### src/rtl/ddram_arb_pkg.sv
// Shared types and constants for the DDRAM burst arbiter: FSM states, default
// widths and the burst-length clamp used when latching a request.
package ddram_arb_pkg;

   typedef enum logic [1:0] {
      IDLE,
      CMD,
      DATA,
      HALTED
   } arb_state_e;

   localparam int ADDR_W_DEF    = 29;
   localparam int MAX_BURST_DEF = 128;
   localparam int BURST_CLAMP   = MAX_BURST_DEF;

   // A zero-length request still costs one beat; oversize requests are cut to the limit.
   function automatic logic [7:0] clamp_burst(input logic [7:0] cnt, input logic [7:0] max_cnt);
      if (cnt == 8'd0) begin
         return 8'd1;
      end
      if (cnt > max_cnt) begin
         return max_cnt;
      end
      return cnt;
   endfunction

endpackage

### src/rtl/ddram_burst_arbiter_if.sv
// Bundle of the two requester ports plus the DDRAM command/response side.
// The slave modport is the arbiter's view; master is the environment's view.
interface ddram_burst_arbiter_if
   import ddram_arb_pkg::*;
#(
   parameter int ADDR_W = ADDR_W_DEF
) ();

   logic              req0_rd;
   logic              req1_rd;
   logic [ADDR_W-1:0] req0_addr;
   logic [ADDR_W-1:0] req1_addr;
   logic [7:0]        req0_burstcnt;
   logic [7:0]        req1_burstcnt;
   logic              req0_ack;
   logic              req1_ack;
   logic [63:0]       rd_data;
   logic              req0_valid;
   logic              req1_valid;
   logic              halt;
   logic              halted;
   logic              protocol_err;
   logic              ddram_busy;
   logic [63:0]       ddram_dout;
   logic              ddram_dout_ready;
   logic              ddram_rd;
   logic [ADDR_W-1:0] ddram_addr;
   logic [7:0]        ddram_burstcnt;

   modport slave (
      input  req0_rd, req1_rd, req0_addr, req1_addr, req0_burstcnt, req1_burstcnt,
      input  halt, ddram_busy, ddram_dout, ddram_dout_ready,
      output req0_ack, req1_ack, rd_data, req0_valid, req1_valid,
      output halted, protocol_err, ddram_rd, ddram_addr, ddram_burstcnt
   );

   modport master (
      output req0_rd, req1_rd, req0_addr, req1_addr, req0_burstcnt, req1_burstcnt,
      output halt, ddram_busy, ddram_dout, ddram_dout_ready,
      input  req0_ack, req1_ack, rd_data, req0_valid, req1_valid,
      input  halted, protocol_err, ddram_rd, ddram_addr, ddram_burstcnt
   );

endinterface

### src/rtl/ddram_burst_arbiter_rr_arbiter2.sv
// Two-input round-robin grant. The requester served last loses a tie; the
// history only moves when the owner's burst has fully completed.
module rr_arbiter2 (
   input  logic       clk,
   input  logic       reset,
   input  logic [1:0] req,
   input  logic       update,
   input  logic       served,
   output logic       grant_valid,
   output logic       grant
);

   logic last_q;
   logic last_d;

   always_comb begin
      last_d = last_q;
      if (update) begin
         last_d = served;
      end
   end

   // Reset value 1 makes requester 0 the tie winner out of reset.
   always_ff @(posedge clk) begin
      if (reset) begin
         last_q <= 1'b1;
      end else begin
         last_q <= last_d;
      end
   end

   always_comb begin
      grant_valid = |req;
      grant       = 1'b0;
      if (req == 2'b11) begin
         grant = ~last_q;
      end else if (req[1]) begin
         grant = 1'b1;
      end
   end

endmodule

### src/rtl/ddram_burst_arbiter.sv
// Shares one DDRAM read port between two burst requesters: grants one command,
// waits out DDRAM back-pressure, then steers every returned beat to its owner.
module ddram_burst_arbiter
   import ddram_arb_pkg::*;
#(
   parameter int ADDR_W    = ADDR_W_DEF,
   parameter int MAX_BURST = BURST_CLAMP
) (
   input logic                  clk,
   input logic                  reset,
   ddram_burst_arbiter_if.slave bus
);

   localparam logic [7:0] MAX_CNT = 8'(MAX_BURST);

   arb_state_e        state_q, state_d;
   logic              grant_q, grant_d;
   logic [ADDR_W-1:0] addr_q, addr_d;
   logic [7:0]        burstcnt_q, burstcnt_d;
   logic [7:0]        beat_q, beat_d;
   logic [63:0]       rd_data_q, rd_data_d;
   logic [1:0]        valid_q, valid_d;
   logic              err_q, err_d;

   logic arb_valid;
   logic arb_grant;
   logic arb_update;

   rr_arbiter2 u_rr (
      .clk         (clk),
      .reset       (reset),
      .req         ({bus.req1_rd, bus.req0_rd}),
      .update      (arb_update),
      .served      (grant_q),
      .grant_valid (arb_valid),
      .grant       (arb_grant)
   );

   // Address and length are only written on a grant, so they stay put through the whole burst.
   always_comb begin
      state_d      = state_q;
      grant_d      = grant_q;
      addr_d       = addr_q;
      burstcnt_d   = burstcnt_q;
      beat_d       = beat_q;
      rd_data_d    = rd_data_q;
      valid_d      = 2'b00;
      err_d        = err_q;
      arb_update   = 1'b0;
      bus.ddram_rd = 1'b0;
      bus.req0_ack = 1'b0;
      bus.req1_ack = 1'b0;

      case (state_q)
         IDLE: begin
            if (bus.halt) begin
               state_d = HALTED;
            end else if (arb_valid) begin
               grant_d    = arb_grant;
               addr_d     = arb_grant ? bus.req1_addr : bus.req0_addr;
               burstcnt_d = clamp_burst(arb_grant ? bus.req1_burstcnt : bus.req0_burstcnt, MAX_CNT);
               state_d    = CMD;
            end
         end
         CMD: begin
            bus.ddram_rd = 1'b1;
            if (!bus.ddram_busy) begin
               bus.req0_ack = ~grant_q;
               bus.req1_ack = grant_q;
               beat_d       = 8'd0;
               state_d      = DATA;
            end
         end
         DATA: begin
            if (bus.ddram_dout_ready) begin
               rd_data_d = bus.ddram_dout;
               if (grant_q) begin
                  valid_d[1] = 1'b1;
               end else begin
                  valid_d[0] = 1'b1;
               end
               if (beat_q == burstcnt_q - 8'd1) begin
                  arb_update = 1'b1;
                  state_d    = bus.halt ? HALTED : IDLE;
               end else begin
                  beat_d = beat_q + 8'd1;
               end
            end
         end
         HALTED: begin
            if (!bus.halt) begin
               state_d = IDLE;
            end
         end
         default: state_d = IDLE;
      endcase

      if (bus.ddram_dout_ready && (state_q != DATA)) begin
         err_d = 1'b1;
      end
   end

   always_ff @(posedge clk) begin
      if (reset) begin
         state_q    <= IDLE;
         grant_q    <= 1'b0;
         addr_q     <= '0;
         burstcnt_q <= 8'd0;
         beat_q     <= 8'd0;
         rd_data_q  <= 64'd0;
         valid_q    <= 2'b00;
         err_q      <= 1'b0;
      end else begin
         state_q    <= state_d;
         grant_q    <= grant_d;
         addr_q     <= addr_d;
         burstcnt_q <= burstcnt_d;
         beat_q     <= beat_d;
         rd_data_q  <= rd_data_d;
         valid_q    <= valid_d;
         err_q      <= err_d;
      end
   end

   assign bus.ddram_addr     = addr_q;
   assign bus.ddram_burstcnt = burstcnt_q;
   assign bus.rd_data        = rd_data_q;
   assign bus.req0_valid     = valid_q[0];
   assign bus.req1_valid     = valid_q[1];
   assign bus.halted         = (state_q == HALTED);
   assign bus.protocol_err   = err_q;

endmodule

### src/flat_wrapper.sv
// flat-port wrapper written by rule: the top's interface ports become plain ports
module ddram_burst_arbiter_flat import ddram_arb_pkg::*;
#(
   parameter int ADDR_W    = ADDR_W_DEF,
   parameter int MAX_BURST = BURST_CLAMP
)
  (clk, reset, bus_req0_rd, bus_req1_rd, bus_req0_addr, bus_req1_addr, bus_req0_burstcnt, bus_req1_burstcnt, bus_halt, bus_ddram_busy, bus_ddram_dout, bus_ddram_dout_ready, bus_req0_ack, bus_req1_ack, bus_rd_data, bus_req0_valid, bus_req1_valid, bus_halted, bus_protocol_err, bus_ddram_rd, bus_ddram_addr, bus_ddram_burstcnt);
  ddram_burst_arbiter_if #(.ADDR_W(ADDR_W)) bus_i ();
  input logic clk;
  input logic reset;
  input wire logic [$bits(bus_i.req0_rd)-1:0] bus_req0_rd;
  input wire logic [$bits(bus_i.req1_rd)-1:0] bus_req1_rd;
  input wire logic [$bits(bus_i.req0_addr)-1:0] bus_req0_addr;
  input wire logic [$bits(bus_i.req1_addr)-1:0] bus_req1_addr;
  input wire logic [$bits(bus_i.req0_burstcnt)-1:0] bus_req0_burstcnt;
  input wire logic [$bits(bus_i.req1_burstcnt)-1:0] bus_req1_burstcnt;
  input wire logic [$bits(bus_i.halt)-1:0] bus_halt;
  input wire logic [$bits(bus_i.ddram_busy)-1:0] bus_ddram_busy;
  input wire logic [$bits(bus_i.ddram_dout)-1:0] bus_ddram_dout;
  input wire logic [$bits(bus_i.ddram_dout_ready)-1:0] bus_ddram_dout_ready;
  output wire logic [$bits(bus_i.req0_ack)-1:0] bus_req0_ack;
  output wire logic [$bits(bus_i.req1_ack)-1:0] bus_req1_ack;
  output wire logic [$bits(bus_i.rd_data)-1:0] bus_rd_data;
  output wire logic [$bits(bus_i.req0_valid)-1:0] bus_req0_valid;
  output wire logic [$bits(bus_i.req1_valid)-1:0] bus_req1_valid;
  output wire logic [$bits(bus_i.halted)-1:0] bus_halted;
  output wire logic [$bits(bus_i.protocol_err)-1:0] bus_protocol_err;
  output wire logic [$bits(bus_i.ddram_rd)-1:0] bus_ddram_rd;
  output wire logic [$bits(bus_i.ddram_addr)-1:0] bus_ddram_addr;
  output wire logic [$bits(bus_i.ddram_burstcnt)-1:0] bus_ddram_burstcnt;
  assign bus_i.req0_rd = bus_req0_rd;
  assign bus_i.req1_rd = bus_req1_rd;
  assign bus_i.req0_addr = bus_req0_addr;
  assign bus_i.req1_addr = bus_req1_addr;
  assign bus_i.req0_burstcnt = bus_req0_burstcnt;
  assign bus_i.req1_burstcnt = bus_req1_burstcnt;
  assign bus_i.halt = bus_halt;
  assign bus_i.ddram_busy = bus_ddram_busy;
  assign bus_i.ddram_dout = bus_ddram_dout;
  assign bus_i.ddram_dout_ready = bus_ddram_dout_ready;
  assign bus_req0_ack = bus_i.req0_ack;
  assign bus_req1_ack = bus_i.req1_ack;
  assign bus_rd_data = bus_i.rd_data;
  assign bus_req0_valid = bus_i.req0_valid;
  assign bus_req1_valid = bus_i.req1_valid;
  assign bus_halted = bus_i.halted;
  assign bus_protocol_err = bus_i.protocol_err;
  assign bus_ddram_rd = bus_i.ddram_rd;
  assign bus_ddram_addr = bus_i.ddram_addr;
  assign bus_ddram_burstcnt = bus_i.ddram_burstcnt;
  ddram_burst_arbiter #(.ADDR_W(ADDR_W), .MAX_BURST(MAX_BURST)) u_core (.clk(clk), .reset(reset), .bus(bus_i));
endmodule
### config.mk
export PLATFORM = sky130hd
export DESIGN_NAME = ddram_burst_arbiter_flat
export DESIGN_NICKNAME = d
export VERILOG_FILES = /design/src/rtl/ddram_arb_pkg.sv /design/src/rtl/ddram_burst_arbiter_if.sv /design/src/rtl/ddram_burst_arbiter_rr_arbiter2.sv /design/src/rtl/ddram_burst_arbiter.sv /design/src/flat_wrapper.sv
export SDC_FILE = /design/constraint.sdc
export NUM_CORES = 1
export LEC_CHECK = 0
export CAP_MARGIN = 5
export CORE_ASPECT_RATIO = 0.9
export CORE_UTILIZATION = 25
export DETAILED_ROUTE_END_ITERATION = 8
export GPL_TIMING_DRIVEN = 0
export HOLD_SLACK_MARGIN = 0.02
export PLACE_DENSITY_LB_ADDON = 0.08
export SLEW_MARGIN = 10
export SYNTH_ARGS = -nofsm -noshare
export SYNTH_HDL_FRONTEND = slang
export SYNTH_HIERARCHICAL = 1
export SYNTH_SLANG_ARGS = --single-unit
export TNS_END_PERCENT = 10
### constraint.sdc
create_clock -name clk -period 2.5 [get_ports clk]
set_input_delay 0.75 -clock clk [delete_from_list [all_inputs] [get_ports clk]]
set_output_delay 0.75 -clock clk [all_outputs]
set_load 0.005 [all_outputs]
# == Word-level counts from Yosys, hierarchy flattened ==
# Index checks and enable logic that the tools add are counted.
# totals
regBits,116
wordCells,78
out_inout_bits,108
# op_classes
add_sub_neg,2
mux,39
magnitude_cmp,1
bitwise_logic,5
reduce_logical,10
eq_ne,12
# op_table
operator,count
8-bit 2-to-1 mux,8
29-bit 2-to-1 mux,1
1-bit 2-to-1 mux,21
8-bit case mux with 2 select lines,1
2-bit 2-to-1 mux,7
"2-bit != test, second input constant",5
"8-bit by 1-bit adder with 8-bit output, second input constant",1
8-bit equality test,1
"8-bit greater-than comparator, second input constant",1
8-bit logical NOT,1
2-bit case mux with 4 select lines,1
"8-bit by 1-bit subtractor with 8-bit output, second input constant",1
"2-bit equality test, second input constant",3
1-bit NOT,5
5-bit AND reduction,1
4-bit AND reduction,1
"3-bit by 2-bit != test with 1-bit output, second input constant",1
3-bit AND reduction,1
3-bit OR reduction,1
"2-bit by 1-bit equality test with 1-bit output, second input constant",1
2-bit logical NOT,1
"2-bit by 1-bit != test with 1-bit output, second input constant",1
2-bit AND reduction,1
2-bit nonzero test,1
2 further kinds,2

# == Longest topological paths before layout ==
# depth
word_depth,14
depth_mapped,10
depth_no_buf,9

# == Cells and area by module ==
# Netlist, hierarchy kept.
# by_module_without_submodules
mod,area_each_um2,cells_per_inst,seq_area_each_um2,n_inst
ddram_burst_arbiter,4770.8,573,2302.2,1
rr_arbiter2,48.8,5,20.0,1

# == Worst setup path before layout ==
# No wires, ideal clock.
# synth_path
path_type,input to register
startpoint,input bus_req1_rd
endpoint,"register u_core.addr_q[10], in the netlist u_core/bus.ddram_addr[10]"
required_time_ps,2363
path_slack_ps,62
cell_stages,6
arrival_time_ps,2300
path_buffers,3
cell_sequence,a21boi_0 > clkbuf_1 > clkbuf_1 > buf_1 > mux2i_1 > a211oi_1
# synth_via
elab_chain_cells,3
elab_cells_between_ends,6
# synth_rtl
element,line_no,rtl
"start, declared",flat_wrapper.sv:12,input wire logic [$bits(bus_i.req1_rd)-1:0] bus_req1_rd;
2-bit equality test or 1-bit 2-to-1 mux (tied branches),"ddram_burst_arbiter_rr_arbiter2.sv:35, ddram_burst_arbiter_rr_arbiter2.sv:37",
1-bit 2-to-1 mux,ddram_burst_arbiter_rr_arbiter2.sv:35,if (req == 2'b11) begin
29-bit 2-to-1 mux,ddram_burst_arbiter.sv:60,addr_d = arb_grant ? bus.req1_addr : bus.req0_addr;
"end signal, assigned",ddram_burst_arbiter.sv:116,addr_q <= addr_d;
"end, declared",ddram_burst_arbiter.sv:18,"logic [ADDR_W-1:0] addr_q, addr_d;"
# Parallel ways exist; a longest one is shown, timed or not.
# A chain may end at the register's enable or synchronous reset.

# == Worst setup path after layout ==
# layout_path
startpoint,"register u_core.burstcnt_q[0], in the netlist u_core/bus.ddram_burstcnt[0]"
endpoint,register u_core.u_rr.last_q
# layout_via
elab_chain_cells,5
# layout_rtl
element,line_no,rtl
"start, declared",ddram_burst_arbiter.sv:19,"logic [7:0] burstcnt_q, burstcnt_d;"
"start signal, assigned",ddram_burst_arbiter.sv:117,burstcnt_q <= burstcnt_d;
8-bit by 1-bit subtractor with 8-bit output,ddram_burst_arbiter.sv:82,if (beat_q == burstcnt_q - 8'd1) begin
8-bit equality test,ddram_burst_arbiter.sv:82,
1-bit 2-to-1 mux,ddram_burst_arbiter.sv:82,
1-bit 2-to-1 mux,ddram_burst_arbiter.sv:75,if (bus.ddram_dout_ready) begin
1-bit 2-to-1 mux,ddram_burst_arbiter.sv:54,case (state_q)
net u_core.arb_update,ddram_burst_arbiter.sv:27,logic arb_update;
"end signal, assigned",ddram_burst_arbiter_rr_arbiter2.sv:28,last_q <= last_d;
"end, declared",ddram_burst_arbiter_rr_arbiter2.sv:13,logic last_q;
# The timed path passes the listed nets, and every way through them passes these cells.

==> metrics.md <==
| Metric | Value |
|---|---|
| Area of the core | 18640 µm² |
| Cell count of the worst reg-to-reg path | 8 |
| Starting DRT DRC Count | 193 |
| Total GRT Usage | 17.50% |
| Share of the synthesized area in the top cell type | 48.18% |
| Maximum vdd drop | 0.4560 mV |
| Die area | 19840 µm² |
| Post-Syn Area per Cell | 8.338 µm² |
| Area Overhead vs Synth | 73.96% |
| Pwr Density | 680.4 nW/µm² |
| Ports | 253 |
| Synth area leaders | dfxtp_1, nand2_1, a21oi_1, mux2i_1, a211oi_1 |
| Crit-path max cell delay | 560 ps |
| End of the critical path | u_core/u_rr/last_q$_SDFFE_PP1P_ |
| Grt ovf | 0 |
| Critical R2R Capture | u_core/u_rr/last_q$_SDFFE_PP1P_ |
| Via count | 5007 |
| DIE HEIGHT | 133.7 µm |
| Pre-CTS setup slack | -906.6 ps |
| Setup crit start kind | flip-flop |
| Vias per cell | 4.519 |
| Relative slew slack | 52.74% |
| Commonest non-fill, non-tap cell in the layout | clkdlybuf4s50_1 |
| Share of total power in the clock network | 47.7% |
| Cts hold-fix bufs | 0 |
| Post-route ant nets | 0 |
| Number of synthesized flops with an enable pin | 0 |
| Placement Cell Area | 7649 µm² |
| DR pass1 iterations | 4 |
| Initial Util | 25.85% |
| Drt drc | 0 |
| Final setup fails | 1 |
| Mapped Area | 4820 µm² |
| Switching pwr | 1.379 mW |
| Main synth FF type | dfxtp_1 |
| Status | complete, but fails checks |
| Worst Tran Pin Value | 709.0 ps |
| Fillers | 1811 |
| Die X | 148.4 µm |
| Combinational power share | 16.4% |
| Initial antenna violation count | 1 |
| RSZ-0062 raised after global routing | yes |
| Site Rows | 47 |
| Syn Inst Count | 578 |
| Area taken by multi-input logic gates | 2349 µm² |
| Cell internal pwr | 4.326 mW |
| Highest Clock Rate | 398.4 MHz |
| Cell at the root of the clock tree | clkbuf_16 |
| Largest net degree at the start of global routing | 17 |
| Most frequent cells in the layout | clkdlybuf4s50_1, nand2_1, dfxtp_1 |
| Clock sink total | 116 |
| Synth warn | 6 |
| CP Capture Type | flip-flop |
| Critical Path RT | 2790 ps |
| Area leader, netlist | dfxtp_1 |
| Post-layout nets | 996 |
| H-Tree Level Count | 4 |
| Dpl hpwl | 13.28 mm |
| Final Instance Area | 8384 µm² |
| Worst-path fanout max | 10 |
| Routability cong. | 0.8031 |
| Slew Viols, Final | 0 |
| Synth unique cells | 55 |
| Sequential fraction of design power | 35.9% |
| CTS Buf Count | 17 |
| Final wirelength | 17.16 mm |
| R2R Path Start | u_core/bus.ddram_burstcnt[0]$_SDFFE_PP0P_ |
| Ys async rst share | 0% |
| Crit-path slowest cell | or4_4 |
| Max-cap violation count | 0 |
| Wirelength per Cell | 15.48 µm |
| Cell Chain, Critical Path | or4_4 > nor2_1 > nand4b_1 > a211oi_4 > buf_6 > and2_1 > nor2b_1 > a211o_1 |
| Final hold vios | 0 |
| Layout cells sized above 1 | 8.469% |
| CTS tree | done |
| Reg area | 2330 µm² |
| Port bufs | 252 |
| Final worst slack | -9.911 ps |
| Min Tclk post-route | 2510 ps |
| Vias in the first global route | 4870 |
| Crit Path Category | reg2reg |
| Clk Latency, worst-skew pair | 410 ps |
| Tcrit/Tclk final | 100.4% |
| Hold Crit Class | reg2reg |
| Yosys reg bits | 116 |
| Final setup skew | 9.351 ps |
| R2R Setup Slk | -10 ps |
| Reg clk slew, reported paths | 60 ps |
| Leak | 2.931 nW |
| Failing checks | setup timing |
| Mapped Nets | 725 |
| Switching Fraction | 24.18% |
| Critical path launch point | u_core/bus.ddram_burstcnt[0]$_SDFFE_PP0P_ |
| Share of the yosys chip area belonging to registers | 48.18% |
| Arrival time worst endpoint | 2800 ps |
| First-pass GRT wire length | 26.65 mm |
| Clock buffer depth | 2 |
==> cells in the mapped netlist, types with 2 or more instances <==
cell type / instances
a211oi_1: 29
a211oi_2: 2
a21oi_1: 78
a22oi_1: 2
a2bb2oi_1: 2
and2_1: 3
buf_1: 4
clkbuf_1: 38
dfxtp_1: 116
ha_1: 2
inv_1: 3
mux2_2: 4
mux2i_1: 32
nand2_1: 140
nand2b_1: 3
nand3_1: 2
nand4_1: 2
nor2_1: 46
nor2b_1: 5
nor3_1: 6
nor4_1: 2
o211ai_1: 4
o21ai_0: 2
o21ai_1: 5
o31ai_1: 3
or2_2: 2
or3_1: 4
or4_1: 2
xnor2_1: 6
xor2_1: 4
==> through the flow <==
stage               instances  util (%)  hold slack [ps]  setup TNS, ps  total power, mW
floorplan                 578         -            452.7              0            2.436
global placement         1075     41.03            443.1         -51410            3.001
detailed placement       1075     41.03            447.1         -57130            3.016
CTS                      1107     44.81            453.5         -107.2            5.783
global route             1108     44.98            474.9         -101.2            5.979
finish                   1108     44.98            453.1         -9.911            5.705
==> critical path: cells and delay by family (launching register included) <==
| kind | cells | cell delay [ps] |
|---|---|---|
| and+or+nand+nor | 5 | 1140 |
| AOI/OAI and AO/OA | 2 | 680 |
| DFF | 1 | 360 |
| buffers and inverters | 1 | 210 |
==> repair_timing <==
| action | CTS | global route |
|---|---|---|
| gates resized for setup | 21 | 16 |
| endpoints found under the setup margin | 91 | 70 |
| pin swaps | 1 | 1 |
| buffers inserted | 2 | 0 |
==> cell families after synthesis <==
logic type,after synthesis,share of synthesized area [%]
xor gates and xnor gates,10,1.817
AOI/OAI and AO/OA,137,17.47
muxes,36,7.580
DFF,116,48.18
and+or+nand+nor,230,20.61
buffers and inverters,47,3.816
adders and majority gates,2,0.5191
==> per-layer routing <==
layer  vias to the layer above  track usage [%]  share of wire, %
li1                       2532                -                 -
met1                      2328            21.22                43
met2                       138            29.19                50
met3                         9            6.062               6.4
met4                         0            4.868              0.79
met5                         -                0                 0
==> power groups by stage <==
stage	Clock (mW)	Combinational, mW	Sequential, mW
finish	2.72	0.938	2.05
detailed placement	0	0.942	2.07
CTS	2.79	0.946	2.05
global placement	0	0.931	2.07
global route	2.89	1.03	2.06
floorplan	0	0.360	2.08
==> cell type report <==
cell class | instances | share of cell area (%)
antenna | 1 | 0.02985
multi-input combinational | 415 | 28.01
sequential | 116 | 27.79
timing repair buffer | 254 | 30.22
buffer | 41 | 2.194
clock inverter | 14 | 2.686
clock buffer | 18 | 5.238
tap | 245 | 3.656
inverter | 4 | 0.1791
==> flip-flops by register name, indices dropped and copies added (netlist names) <==
| signal | count |
|---|---|
| u_core/bus.rd_data | 64 |
| u_core/bus.ddram_addr | 29 |
| u_core/beat_q | 8 |
| u_core/bus.ddram_burstcnt | 8 |
| u_core/state_q | 2 |
| u_core/valid_q | 2 |
| u_core/bus.protocol_err | 1 |
| u_core/grant_q | 1 |
| u_core/u_rr/last_q | 1 |
==> how the worst min path moves through the flow <==
stage                                              startpoint  slack [ps]  cells after the start                                  end
final                     u_core/bus.rd_data[37]$_SDFFE_PP0P_         450                      2  u_core/bus.rd_data[37]$_SDFFE_PP0P_
after global routing      u_core/bus.rd_data[59]$_SDFFE_PP0P_         470                      2  u_core/bus.rd_data[59]$_SDFFE_PP0P_
after CTS                 u_core/bus.rd_data[32]$_SDFFE_PP0P_         450                      2  u_core/bus.rd_data[32]$_SDFFE_PP0P_
after detailed placement  u_core/bus.rd_data[32]$_SDFFE_PP0P_         450                      2  u_core/bus.rd_data[32]$_SDFFE_PP0P_
after global placement     u_core/bus.rd_data[1]$_SDFFE_PP0P_         440                      2   u_core/bus.rd_data[1]$_SDFFE_PP0P_
after floorplan            u_core/bus.rd_data[0]$_SDFFE_PP0P_         450                      2   u_core/bus.rd_data[0]$_SDFFE_PP0P_
No activity file was read; power rests on OpenSTA's default activity.
